===== config.mk =====
export PLATFORM = sky130hd
export DESIGN_NAME = fetch_unit
export DESIGN_NICKNAME = d
export VERILOG_FILES = /design/src/rtl/fetch_unit_pkg.sv /design/src/rtl/fetch_fifo.sv /design/src/rtl/fetch_unit.sv
export SDC_FILE = /design/constraint.sdc
export NUM_CORES = 1
export LEC_CHECK = 0
export BUFFER_PORTS_ARGS = -buffer_cell sky130_fd_sc_hd__clkbuf_2
export CORE_ASPECT_RATIO = 0.75
export CORE_UTILIZATION = 50
export DETAILED_ROUTE_END_ITERATION = 12
export PLACE_DENSITY = 0.75
export SETUP_SLACK_MARGIN = 0.2
export SYNTH_ARGS = -nofsm -noshare
export SYNTH_HDL_FRONTEND = slang
export SYNTH_SLANG_ARGS = --single-unit

===== constraint.sdc =====
create_clock -name clk -period 6 [get_ports clk]
set_clock_uncertainty 0.15 [all_clocks]
set_input_delay 1.2 -clock clk [delete_from_list [all_inputs] [get_ports clk]]
set_output_delay 1.2 -clock clk [all_outputs]
set_load 0.01 [all_outputs]

===== src/rtl/fetch_unit_pkg.sv =====
// fetch_unit_pkg: constants and types shared by the instruction fetch stage.
//   INSTR_NOP        - word shown to decode when no instruction is buffered
//   DEFAULT_RESET_PC - default fetch PC after reset
//   fetch_entry_t    - one prefetch FIFO entry {instr, pc}
//   align_word()     - clears the byte-offset bits of an address
package fetch_unit_pkg;

  localparam logic [31:0] INSTR_NOP        = 32'h0000_0013;
  localparam logic [31:0] DEFAULT_RESET_PC = 32'h0000_0000;
  localparam logic [31:0] PC_STEP          = 32'd4;

  typedef struct packed {
    logic [31:0] instr;
    logic [31:0] pc;
  } fetch_entry_t;

  function automatic logic [31:0] align_word(input logic [31:0] addr);
    return addr & ~32'h0000_0003;
  endfunction

endpackage


===== src/rtl/fetch_fifo.sv =====
// fetch_fifo: DEPTH-entry synchronous FIFO of {instr, pc} words.
// Ports:
//   clk, rst              clock, asynchronous active-high reset
//   push, push_data       write one entry
//   pop                   drop the head entry
//   flush                 discard everything (wins over push/pop)
//   rd_data               head entry
//   count, empty, full    occupancy
module fetch_fifo
  import fetch_unit_pkg::*;
#(
  parameter int DEPTH = 2,
  localparam int PTR_W = $clog2(DEPTH),
  localparam int CNT_W = $clog2(DEPTH + 1)
) (
  input  logic             clk,
  input  logic             rst,
  input  logic             push,
  input  fetch_entry_t     push_data,
  input  logic             pop,
  input  logic             flush,
  output fetch_entry_t     rd_data,
  output logic [CNT_W-1:0] count,
  output logic             empty,
  output logic             full
);

  localparam logic [CNT_W-1:0] FULL_CNT = DEPTH[CNT_W-1:0];

  logic [PTR_W-1:0] wr_ptr_q, wr_ptr_d;
  logic [PTR_W-1:0] rd_ptr_q, rd_ptr_d;
  logic [CNT_W-1:0] count_q, count_d;
  fetch_entry_t     mem_q [DEPTH];
  fetch_entry_t     mem_d [DEPTH];

  always_comb begin
    mem_d    = mem_q;
    wr_ptr_d = wr_ptr_q;
    rd_ptr_d = rd_ptr_q;
    count_d  = count_q;
    if (flush) begin
      wr_ptr_d = '0;
      rd_ptr_d = '0;
      count_d  = '0;
    end else begin
      if (push) begin
        mem_d[wr_ptr_q] = push_data;
        wr_ptr_d        = wr_ptr_q + PTR_W'(1);
      end
      if (pop) begin
        rd_ptr_d = rd_ptr_q + PTR_W'(1);
      end
      count_d = count_q + CNT_W'(push) - CNT_W'(pop);
    end
  end

  always_ff @(posedge clk or posedge rst) begin
    if (rst) begin
      wr_ptr_q <= '0;
      rd_ptr_q <= '0;
      count_q  <= '0;
    end else begin
      wr_ptr_q <= wr_ptr_d;
      rd_ptr_q <= rd_ptr_d;
      count_q  <= count_d;
    end
  end

  // Payload storage needs no reset: entries are only read while count_q > 0.
  always_ff @(posedge clk) begin
    mem_q <= mem_d;
  end

  assign rd_data = mem_q[rd_ptr_q];
  assign count   = count_q;
  assign empty   = (count_q == '0);
  assign full    = (count_q == FULL_CNT);

endmodule


===== src/rtl/fetch_unit.sv =====
// fetch_unit: instruction fetch stage feeding decode.
// Holds the fetch PC, issues word requests to instruction memory, buffers
// in-order responses with their PCs, and handles redirects by flushing the
// buffer and dropping stale in-flight responses.
// Optional build macro: FETCH_BYPASS_EN - a response arriving while the FIFO
// is empty and decode is ready goes straight to decode in the same cycle.
// Ports:
//   clk, rst                          clock, asynchronous active-high reset
//   imem_req_valid/addr/ready         request channel to instruction memory
//   imem_rsp_valid/data               in-order response channel
//   redirect_valid/pc                 change of control flow
//   instr_valid/instr/instr_pc/ready  handshake to decode
module fetch_unit
  import fetch_unit_pkg::*;
#(
  parameter logic [31:0] RESET_PC = DEFAULT_RESET_PC,
  parameter int          DEPTH    = 2
) (
  input  logic        clk,
  input  logic        rst,
  output logic        imem_req_valid,
  output logic [31:0] imem_req_addr,
  input  logic        imem_req_ready,
  input  logic        imem_rsp_valid,
  input  logic [31:0] imem_rsp_data,
  input  logic        redirect_valid,
  input  logic [31:0] redirect_pc,
  output logic        instr_valid,
  output logic [31:0] instr,
  output logic [31:0] instr_pc,
  input  logic        instr_ready
);

  localparam int CNT_W = $clog2(DEPTH + 1);
  localparam logic [CNT_W:0] CREDITS = DEPTH[CNT_W:0];

  logic [31:0]      fetch_pc_q, fetch_pc_d;
  logic [31:0]      pc_rsp_q, pc_rsp_d;
  logic [CNT_W-1:0] inflight_q, inflight_d;
  logic [CNT_W-1:0] drop_cnt_q, drop_cnt_d;

  logic [CNT_W-1:0] fifo_count;
  logic             fifo_empty, fifo_full;
  logic             fifo_push, fifo_pop, fifo_flush;
  fetch_entry_t     fifo_head, fifo_wdata;

  logic             req_fire, rsp_keep, bypass;
  logic [31:0]      redirect_target;
  logic [CNT_W:0]   credits_used;

  // Request / response control
  always_comb begin
    redirect_target = align_word(redirect_pc);
    // In-flight plus buffered words never exceed DEPTH, so the FIFO cannot overflow.
    credits_used    = {1'b0, inflight_q} + {1'b0, fifo_count};
    imem_req_valid  = !rst && !redirect_valid && (credits_used < CREDITS);
    imem_req_addr   = align_word(fetch_pc_q);
    req_fire        = imem_req_valid && imem_req_ready;
    rsp_keep        = imem_rsp_valid && !redirect_valid && (drop_cnt_q == '0);
`ifdef FETCH_BYPASS_EN
    bypass          = rsp_keep && fifo_empty && instr_ready;
`else
    bypass          = 1'b0;
`endif
    fifo_flush      = redirect_valid;
    // A word visible during a redirect is flushed, not consumed.
    fifo_pop        = !fifo_empty && instr_ready && !redirect_valid;
    fifo_push       = rsp_keep && !bypass && (!fifo_full || fifo_pop);
    fifo_wdata      = '{instr: imem_rsp_data, pc: pc_rsp_q};
  end

  // PC / credit / drop bookkeeping
  always_comb begin
    fetch_pc_d = fetch_pc_q;
    pc_rsp_d   = pc_rsp_q;
    drop_cnt_d = drop_cnt_q;
    inflight_d = inflight_q + CNT_W'(req_fire) - CNT_W'(imem_rsp_valid);
    if (redirect_valid) begin
      fetch_pc_d = redirect_target;
      pc_rsp_d   = redirect_target;
      // Only responses still outstanding after this cycle need dropping.
      drop_cnt_d = inflight_q - CNT_W'(imem_rsp_valid);
    end else begin
      if (req_fire) begin
        fetch_pc_d = fetch_pc_q + PC_STEP;
      end
      if (rsp_keep) begin
        pc_rsp_d = pc_rsp_q + PC_STEP;
      end else if (imem_rsp_valid && (drop_cnt_q != '0)) begin
        drop_cnt_d = drop_cnt_q - CNT_W'(1);
      end
    end
  end

  always_ff @(posedge clk or posedge rst) begin
    if (rst) begin
      fetch_pc_q <= RESET_PC;
      pc_rsp_q   <= RESET_PC;
      inflight_q <= '0;
      drop_cnt_q <= '0;
    end else begin
      fetch_pc_q <= fetch_pc_d;
      pc_rsp_q   <= pc_rsp_d;
      inflight_q <= inflight_d;
      drop_cnt_q <= drop_cnt_d;
    end
  end

  // Decode-side outputs; when empty, instr_pc shows the next expected PC.
  always_comb begin
    instr_valid = !fifo_empty || bypass;
    if (bypass) begin
      instr    = imem_rsp_data;
      instr_pc = pc_rsp_q;
    end else if (!fifo_empty) begin
      instr    = fifo_head.instr;
      instr_pc = fifo_head.pc;
    end else begin
      instr    = INSTR_NOP;
      instr_pc = pc_rsp_q;
    end
  end

  fetch_fifo #(
    .DEPTH(DEPTH)
  ) u_fifo (
    .clk      (clk),
    .rst      (rst),
    .push     (fifo_push),
    .push_data(fifo_wdata),
    .pop      (fifo_pop),
    .flush    (fifo_flush),
    .rd_data  (fifo_head),
    .count    (fifo_count),
    .empty    (fifo_empty),
    .full     (fifo_full)
  );

endmodule


==> run metrics, run 1 <==
H-tree lvl count=4; Final period util=65.0%; most common cell after layout, fill and taps aside=clkbuf_2; Cells after DPL=1114; first-pass GRT wire length=32.7 mm; RD Place Congestion=0.912; synth-to-layout area growth=17.6%; TritonCTS Sinks=192; Synth Area in Compound Gates=around 8.6%; Detail Route Antenna Nets=0; critical path required time=4.65 ns; routed vias=between 6000 and 7000; hold crit path type=register to register; fmax=around 0.26 GHz; Sequential Area=5430 um^2; final hold viol count=0; Tightest Pin Transition=1.23 ns; Final setup viols=0; final worst path period need=3.90 ns; synthesis warning total=0; antenna violations before repair=0; IO Pins=168; simple-gate share of the synthesized area=~15%; max-cap check violation count=0; fin nets=976; unrepaired setup endpoints after global routing=false; starting density of the core=52.1%; CP max FO=63; Non-Filler Instances=roughly 1100; largest net degree at the start of global routing=91; ant diodes=0; row cnt=41; area of the multi-input gates=between 3000 and 4000 um^2; hpwl dp=13.9 mm; Die Height=approximately 120 um; die width=157 um; Post-CTS Setup Inserts=0; worst vdd ir=0.210 mV; critical path launch point type=register; Seq/Total Area, Yosys=a little over 60%; Final Util=61.3%; Clk Latency, worst-skew pair=roughly 0.43 ns; largest family of logic cells by synthesized area=simple AND/OR/NAND/NOR gates; Setup Total Neg Slack=0 ns; synth unique cells=51; CTS root buf=clkbuf_16; initial DRC count=613; I/O Buffers=161; final wirelength=20.7 mm; syn_area_per_cell=11.9 um^2; first-pass iteration count of the detailed router=5; Syn Inst Count=750; Hold-fix buffers, CTS=0; GRT overflow=0; CTS Buf Count=17; # fillers=1397; Reg clk slew, reported paths=0.07 ns; power density cells=357 nW/um^2; Core Area=17200 um^2; normalized max-slew margin=17.9%; Post-Synth Adder-Cell Area=1.34%; Slew Viols, Final=0; Post-Syn Area=approximately 9000 um^2; flops & latches, synth=192; Via density=5.76; WS Path Type=register to primary output; status=completed; die area=18500 um^2; Tot GR Track Use=between 20% and 30%; crit path capture type=primary output; post-CTS resize count=0; CTS Buffer Depth=2; share of cells above drive strength 1=25.1%; Leak=4.00 nW; vias in the first global route=6077; WP data arrival=2.55 ns; Synth Area in XOR/XNOR=2.54%; WL/cell=roughly 18 um; most frequent cells in the layout=clkbuf_2 (161), edfxtp_1 (124), nor2_1 (67), dfrtp_1 (67), mux2i_1 (64); multiplexer area fraction after synthesis=8.54%; CTS tree=built; drc violations=0
[cell families (layout without fill, tap and decap cells)]
logic type	count (synthesis)	count (layout)
flops	192	192
fa+ha+maj	9	9
simple gates	263	263
mux	75	75
other cells	1	4
xor+xnor	26	26
compound gates	120	120
buf+inv	64	221
[metrics by stage]
stage	hold slack (ns)	cell area (um^2)	power (mW)	setup WS, ns
2_1_floorplan	0.328	8970	2.30	0.798
3_3_place_gp	0.339	9960	2.64	1.96
3_5_place_dp	0.368	9960	2.67	1.96
4_1_cts	0.384	10500	3.78	2.09
5_1_grt	0.430	10500	3.94	1.99
6_report	0.387	10500	3.76	2.10
[registers in the layout, summed over array words and instances (netlist names)]
| signal | cells |
|---|---|
| drop_cnt_q | 2 |
| fetch_pc_q | 30 |
| inflight_q | 2 |
| pc_rsp_q | 30 |
| u_fifo.count | 2 |
| u_fifo.mem_q | 124 |
| u_fifo.rd_ptr_q | 1 |
| u_fifo.wr_ptr_q | 1 |
[worst paths after layout]
path                                                  start                           to  slack (ns)  cells past startpoint
worst max-delay path            u_fifo.rd_ptr_q$_DFFE_PP0P_                 instr_pc[31]        2.10                      3
worst min-delay path                inflight_q[0]$_DFF_PP0_      inflight_q[0]$_DFF_PP0_        0.39                      1
max in group asynchronous                               rst  u_fifo.rd_ptr_q$_DFFE_PP0P_        3.94                      3
worst min register to register      inflight_q[0]$_DFF_PP0_      inflight_q[0]$_DFF_PP0_        0.39                      1
min in group asynchronous                               rst   fetch_pc_q[21]$_DFFE_PP0P_        0.77                      2
worst max register to register    u_fifo.count[0]$_DFF_PP0_   fetch_pc_q[28]$_DFFE_PP0P_        2.72                      7
[Yosys cell counts (all sizes together)]
cell type | count | area share [%]
a211oi | 13 | 1.1
xnor2 | 22 | 2.2
nor2 | 68 | 2.9
clkbuf | 26 | 1.1
or4 | 18 | 1.6
buf | 17 | 1.1
a31oi | 24 | 1.7
and3 | 5 | 0.35
or2 | 1 | 0.070
o21a | 1 | 0.084
o41a | 2 | 0.25
mux2 | 11 | 1.4
a211o | 2 | 0.20
a21oi | 10 | 0.56
nor4 | 18 | 1.3
nand2b | 2 | 0.14
dfrtp | 68 | 19
nor2b | 7 | 0.49
nand4 | 19 | 1.5
mux2i | 64 | 7.2
and2 | 4 | 0.28
inv | 20 | 0.84
o311ai | 1 | 0.098
nor3 | 16 | 1.0
a41oi | 1 | 0.098
nand3 | 20 | 1.2
xor2 | 4 | 0.39
a311oi | 4 | 0.39
o31ai | 19 | 1.6
fa | 1 | 0.22
nand2 | 63 | 2.6
or4b | 1 | 0.11
a31o | 2 | 0.20
conb | 1 | 0.042
clkinv | 1 | 0.042
o31a | 1 | 0.098
or3 | 7 | 0.49
ha | 8 | 1.1
edfxtp | 124 | 42
nor4b | 2 | 0.20
a21o | 1 | 0.084
and4 | 12 | 1.2
o21ai | 39 | 2.2
[metal layers]
metal | routed length [um] | vias to the layer above | GRT usage [%]
li1 | - | 3126 | -
met1 | 9690 | 3219 | 33.0
met2 | 9580 | 239 | 35.2
met3 | 1200 | 17 | 5.74
met4 | 276 | 0 | 5.39
met5 | 0 | - | 0
[area by class of cell]
| type | count | area share [%] |
|---|---|---|
| well taps | 236 | 2.80 |
| repair buffers | 168 | 8.15 |
| clock buffers | 17 | 4.04 |
| clock inverters | 15 | 1.40 |
| inverters | 21 | 0.748 |
| flip-flops and latches | 192 | 51.6 |
| multi-input cells | 497 | 31.3 |
[report_power, final]
part | switching (mW) | internal, mW | leakage, nW
Sequential | 0.170 | 1.55 | 1.91
Combinational | 0.551 | 0.373 | 1.82
Clock | 0.525 | 0.586 | 0.276
Total | 1.25 | 2.51 | 4.00
[worst max-delay path: stages, from the launching register on]
cell	delay, ns
dfrtp_4	1.17
mux2i_1	0.15
o21ai_0	0.53
clkbuf_2	0.24
No activity file was read; power rests on OpenSTA's default activity.
==> inputs of run 2 (changes only) <==
--- a/config.mk
+++ b/config.mk
@@ -9,7 +9,7 @@
 export CORE_ASPECT_RATIO = 0.75
 export CORE_UTILIZATION = 50
 export DETAILED_ROUTE_END_ITERATION = 12
-export PLACE_DENSITY = 0.75
+export PLACE_DENSITY = 0.78
 export SETUP_SLACK_MARGIN = 0.2
 export SYNTH_ARGS = -nofsm -noshare
 export SYNTH_HDL_FRONTEND = slang
==> constraint.sdc (replaced) <==
create_clock -name clk -period 3.3 [get_ports clk]
set_clock_uncertainty 0.15 [all_clocks]
set_input_delay 0.66 -clock clk [delete_from_list [all_inputs] [get_ports clk]]
set_output_delay 0.66 -clock clk [all_outputs]
set_load 0.01 [all_outputs]
==> run 2 against run 1 <==
  * Routed wire length increased by 1.3%
  * Non-clock buffer count increased by 9
  * Total power increased by 82%
  * Via count increased by 2.2%
  * Utilization increased by 0.73 points
  * Sequential share of layout area decreased by 0.61 points
  * Flip-flop and latch count unchanged
  * First-iteration DRC count increased by 0.49%
  * Register-to-register slack got worse by 2.4 ns
  * Cell count increased by 0.79%
  * Sequential power increased by 80%
  * Combinational power increased by 92%
  * Critical path type unchanged
  * Highest routed layer unchanged
==> run metrics, run 2 (synthesis gave the netlist of run 1 again) <==
antenna violations before repair=0 (unchanged); CTS tree=built; grt met1 use=34.6% (+1.6 points); Final period util=89.3%; normalized max-slew margin=58.6% (+41 points); Hold-fix buffers, CTS=0 (unchanged); critical path endpoint=imem_req_valid; ant diodes=0 (unchanged); largest net degree at the start of global routing=63 (-31%); share of cells above drive strength 1=25.6% (+0.52 points); most flop-heavy register=u_fifo.mem_q; crit path max-delay cell type=fa_1; Largest regs=u_fifo.mem_q: 124 flops, fetch_pc_q: 30 flops, pc_rsp_q: 30 flops; worst vdd ir=0.431 mV (+110%); Leak=4.06 nW (+1.4%); # fillers=1393 (-0.29%); Core Area=17200 um^2 (unchanged); die width=157 um (unchanged); critical path launch point type=register; pre-CTS setup slack=0.322 ns (-1.64 ns); critical path required time=2.49 ns (-2.16 ns); fmax=0.339 GHz; Crit path depth=5 (+2); CTS Buf Count=17 (unchanged); IO Pins=168 (unchanged); TritonCTS Sinks=192 (unchanged); Worst R2R End=fetch_pc_q[9]$_DFFE_PP0P_; H-tree lvl count=4 (unchanged); row cnt=41 (unchanged); synth-to-layout area growth=19.0%; status=completed; Setup Total Neg Slack=0 ns (unchanged); max reg flops=124 (unchanged); hold crit path type=input port to async pin; routed vias=6748 (+2.2%); CP peak stage delay=0.47 ns (-0.70 ns); die area=18500 um^2 (unchanged); Top delay family on crit path=simple AND/OR/NAND/NOR gates; Via density=5.84 (+1.4%); CTS root buf=clkbuf_16; final hold viol count=0 (unchanged); origin of the worst setup path=u_fifo.count[0]$_DFF_PP0_; Tot GR Track Use=23.8% (+0.73 points); power density cells=643 nW/um^2 (+80%); CP cell instances=inv_1 > nor2_1 > fa_1 > nor4_2 > clkbuf_2; worst r2r src=u_fifo.count[0]$_DFF_PP0_; Clk Latency, worst-skew pair=0.43 ns (about the same); GRT overflow=0 (unchanged); RD Place Congestion=0.880 (-3.6%); final setup margin=0.352 ns (-1.75 ns); Tightest Pin Transition=0.621 ns (-0.607 ns); final worst path period need=2.95 ns; Reg clk slew, reported paths=0.07 ns (about the same); Final setup viols=0 (unchanged); Detail Route Antenna Nets=0 (unchanged); CP max FO=4 (-94%); Buf+Inv Stages, Crit Path=2 (+1); unrepaired setup endpoints after global routing=true; vias in the first global route=6262 (+3.0%); CTS Buffer Depth=2 (unchanged); first-pass GRT wire length=33.8 mm (+3.4%); final wirelength=21.0 mm (+1.3%); crit path capture type=primary output; WS Path Type=register to primary output; R2R Setup Slk=0.37 ns (-2.35 ns); worst reg-to-reg path cell count=8 (+1); M2 GR Usage=35.5% (+0.28 points); most common cell after layout, fill and taps aside=clkbuf_2; I/O Buffers=161 (unchanged); first-pass iteration count of the detailed router=5 (unchanged); met3 usage=5.23% (-0.52 points); fin nets=985 (+0.92%); WL/cell=18.2 um (+0.54%); drc violations=0 (unchanged); Most Crowded Layer GR=met2; hpwl dp=14.2 mm (+2.3%); Slew Viols, Final=0 (unchanged); Die Height=118 um (unchanged); most frequent cells in the layout=clkbuf_2 (161), edfxtp_1 (124), nor2_1 (67), dfrtp_1 (67), mux2i_1 (64); max-cap check violation count=0 (unchanged); WP data arrival=2.14 ns (-0.41 ns); initial DRC count=616 (+0.49%); starting density of the core=52.1% (unchanged)
run 2: changes by cell type in the layout (fill, tap and decap cells not counted), moves of 2 or more:
| cell | previous run | this run |
|---|---|---|
| inv_6 | 8 | 3 |
| clkinv_1 | 1 | 3 |
| buf_12 | 0 | 4 |
| clkinv_2 | 0 | 2 |
| buf_4 | 7 | 12 |
run 2: worst reg2reg max path, cell delays in order (launching register included):
cell	delay (ns)
dfrtp_1	0.41
inv_1	0.08
nor2_1	0.13
fa_1	0.47
or4b_1	0.71
buf_4	0.25
nor3_2	0.23
xnor2_1	0.11
mux2_2	0.27
run 2: report_power, final:
part           internal, mW  switching [mW]  leakage [nW]
Combinational         0.715            1.05          1.88
Clock                  1.11           0.887         0.270
Sequential             2.82           0.267          1.91
Total                  4.65            2.20          4.06
run 2: repair_timing:
action | 4_1_cts | 5_1_grt
resized for setup | 0 | 2
setup endpoints to repair | 0 | 4
buffers inserted | 0 | 0
run 2: layout make-up:
type                            instances  area, um^2  area share [%]
Sequential cell                       192        5430            50.9
Multi-Input combinational cell        497        3310            31.1
Timing Repair Buffer                  177         976            9.16
Clock buffer                           18         429            4.03
Tap cell                              236         295            2.77
Clock inverter                         14         139            1.30
Inverter                               21        78.8           0.740
run 2: layer usage:
metal | routed length (um) | vias to the layer above
met4 | 278 | 0
li1 | - | 3128
met1 | 9340 | 3305
met2 | 9720 | 292
met5 | 0 | -
met3 | 1670 | 23
run 2: worst min path at each step:
stage,startpoint,end,cells after the start
floorplan,inflight_q[0]$_DFF_PP0_,inflight_q[0]$_DFF_PP0_,1
global placement,inflight_q[0]$_DFF_PP0_,inflight_q[0]$_DFF_PP0_,1
detailed placement,inflight_q[0]$_DFF_PP0_,inflight_q[0]$_DFF_PP0_,1
CTS,rst,fetch_pc_q[21]$_DFFE_PP0P_,2
global route,rst,fetch_pc_q[24]$_DFFE_PP0P_,2
finish,rst,fetch_pc_q[21]$_DFFE_PP0P_,2
run 2: through the flow:
stage	utilization (%)	hold slack (ns)	area [um^2]	std cells	power [mW]
finish	62.0	0.0370	10700	1155	6.85
global route	62.0	0.0509	10700	1155	7.22
CTS	61.9	0.0255	10600	1155	6.90
detailed placement	58.6	0.347	10100	1123	4.91
global placement	58.6	0.342	10100	1123	4.85
floorplan	-	0.328	8970	753	4.17
==> inputs of run 3 (changes only) <==
--- a/config.mk
+++ b/config.mk
@@ -9,6 +9,7 @@
 export CORE_ASPECT_RATIO = 0.75
 export CORE_UTILIZATION = 50
 export DETAILED_ROUTE_END_ITERATION = 12
+export GPL_TIMING_DRIVEN = 0
 export PLACE_DENSITY = 0.78
 export SETUP_SLACK_MARGIN = 0.2
 export SYNTH_ARGS = -nofsm -noshare
==> run 3 against run 2 <==
  * Via count rose by 3.8%
  * Global-route usage grew 1.4 points
  * Largest power group unchanged
  * Die area unchanged
  * Sequential power decreased by 2%
  * First-iteration DRC count up 12%
  * Critical path type is now register to register
  * Critical endpoint is now fetch_pc_q[26]$_DFFE_PP0P_
==> run metrics, run 3 (synthesis gave the netlist of run 1 again) <==
I/O Buffers=161 (unchanged); worst vdd ir=0.370 mV (-14%); final hold viol count=0 (unchanged); starting density of the core=52.1% (unchanged); crit path capture type=register; hpwl dp=15.9 mm (+12%); power density cells=646 nW/um^2 (+0.43%); H-tree lvl count=4 (unchanged); largest net degree at the start of global routing=69 (+9.5%); Total Power=6.95 mW (+1.4%); unrepaired setup endpoints after global routing=false; first-pass iteration count of the detailed router=6 (+1); WS Path Type=register to register; WL/cell=19.0 um (+4.5%); Largest regs=u_fifo.mem_q: 124 flops, fetch_pc_q: 30 flops, pc_rsp_q: 30 flops; Detail Route Antenna Nets=0 (unchanged); Non-Filler Instances=1185 (+2.6%); fin nets=1015 (+3.0%); Logic pwr share=27.4% (+1.6 points); CP max FO=7 (+3); Via density=5.91 (+1.2%); share of cells above drive strength 1=25.6% (+0.035 points); Die Height=118 um (unchanged); TritonCTS Sinks=192 (unchanged); Final period util=91.6% (+2.3 points); final worst path period need=3.02 ns (+0.0751 ns); final setup margin=0.277 ns (-0.0751 ns); routed vias=7005 (+3.8%); most frequent cells in the layout=clkbuf_2 (170), edfxtp_1 (124), dfrtp_1 (68); CTS tree=built; hold crit path type=input port to register; initial DRC count=687 (+12%); critical path launch point type=register; status=completed; Final Hold Slack=0.270 ns (+0.233 ns); Tightest Pin Transition=0.880 ns (+0.258 ns); final wirelength=22.5 mm (+7.2%); ant diodes=0 (unchanged); Core Area=17200 um^2 (unchanged); Clk Latency, worst-skew pair=0.43 ns (about the same); critical path required time=3.45 ns (+0.96 ns); WP data arrival=3.18 ns (+1.04 ns); max-cap check violation count=0 (unchanged); vias in the first global route=6645 (+6.1%); die area=18500 um^2 (unchanged); CTS Buf Count=17 (unchanged); Hold-fix buffers, CTS=0 (unchanged); RD Place Congestion=0.900 (+2.2%); pre-CTS setup slack=0.261 ns (-0.0610 ns); Final setup viols=0 (unchanged); sw frac=32.4% (+0.28 points); Leak=4.14 nW (+1.9%); Int Pwr=4.70 mW (+1.0%); Cells after DPL=1152 (+2.6%); fmax=0.331 GHz (-2.5%); Reg power frac=43.6% (-1.5 points); normalized max-slew margin=40.8% (-18 points); row cnt=41 (unchanged); antenna violations before repair=0 (unchanged); Slew Viols, Final=0 (unchanged); synth-to-layout area growth=20.2%; CTS root buf=clkbuf_16; first-pass GRT wire length=35.3 mm (+4.3%); CTS Buffer Depth=2 (unchanged); Reg clk slew, reported paths=0.07 ns (about the same); Tot GR Track Use=25.1% (+1.4 points); Clk pwr share=29.0% (-0.2 points); most common cell after layout, fill and taps aside=clkbuf_2; max reg flops=124 (unchanged); IO Pins=168 (unchanged); GRT overflow=0 (unchanged); die width=157 um (unchanged); drc violations=0 (unchanged); Switch Pwr=2.26 mW (+2.3%); most flop-heavy register=u_fifo.mem_q
-- run 3: cell types whose count changed in the layout (fill, tap and decap cells not counted), moves of 2 or more --
| cell | before | now |
|---|---|---|
| buf_2 | 0 | 7 |
| inv_4 | 0 | 4 |
| buf_4 | 12 | 4 |
| clkinv_1 | 3 | 1 |
| clkbuf_2 | 161 | 170 |
| clkbuf_8 | 0 | 5 |
| buf_6 | 0 | 2 |
| inv_6 | 3 | 1 |
| clkbuf_1 | 1 | 20 |
| inv_2 | 2 | 0 |
| buf_12 | 4 | 2 |
| buf_1 | 0 | 3 |
| clkinvlp_4 | 3 | 0 |
-- run 3: metrics by stage --
step / util, % / cell area, um^2 / TNS (ns)
3_3_place_gp: 58.6 / 10100 / -47.09
5_1_grt: 62.6 / 10800 / 0
6_report: 62.6 / 10800 / 0
2_1_floorplan: - / 8970 / 0
4_1_cts: 62.4 / 10700 / 0
3_5_place_dp: 58.9 / 10100 / 0
-- run 3: critical path, stage by stage (launching register included) --
cell     delay (ns)
dfrtp_1        0.44
inv_1          0.10
nor2_1         0.14
fa_1           0.48
or4b_1         0.62
nor3_2         0.48
a31oi_1        0.15
a211o_1        0.34
-- run 3: routing by layer --
metal	global-route usage, %	part of all wire, %	wire (um)
met1	36.7	46	10300
met2	37.4	45	10100
met3	6.63	8.2	1840
met4	5.94	1.0	235
met5	0	0	0
-- run 3: layout make-up --
type / count / area [um^2]
Fill cell: 1369 / 6420
Sequential cell: 192 / 5430
Multi-Input combinational cell: 497 / 3300
Timing Repair Buffer: 164 / 873
Clock buffer: 24 / 502
Tap cell: 236 / 295
Buffer: 43 / 211
Inverter: 21 / 81.3
Clock inverter: 8 / 76.3
-- run 3: final timing paths --
kind,startpoint,cells after the start,slack [ns],endpoint
max in group asynchronous,rst,2,2.15,pc_rsp_q[3]$_DFFE_PP0N_
worst min-delay path,imem_rsp_data[2],1,0.27,u_fifo.mem_q[34]$_DFFE_PP_
worst max register to register,u_fifo.count[0]$_DFF_PP0_,7,0.28,fetch_pc_q[26]$_DFFE_PP0P_
worst min register to register,inflight_q[0]$_DFF_PP0_,1,0.37,inflight_q[0]$_DFF_PP0_
worst max-delay path,u_fifo.count[0]$_DFF_PP0_,7,0.28,fetch_pc_q[26]$_DFFE_PP0P_
min in group asynchronous,rst,2,0.30,fetch_pc_q[20]$_DFFE_PP0P_
-- run 3: power by group through the flow --
stage | Sequential, mW | Clock (mW) | Combinational (mW)
5_1_grt | 3.06 | 2.14 | 2.10
6_report | 3.03 | 2.01 | 1.90
4_1_cts | 3.02 | 2.04 | 1.89
3_3_place_gp | 3.06 | 0 | 1.81
3_5_place_dp | 3.07 | 0 | 1.87
2_1_floorplan | 3.03 | 0 | 1.14
-- run 3: repair_timing --
item	in CTS	in global routing
setup endpoints to repair	62	35
hold endpoints to repair	0	0
buffers inserted	0	1
gates resized for setup	9	14
pin swaps	0	0
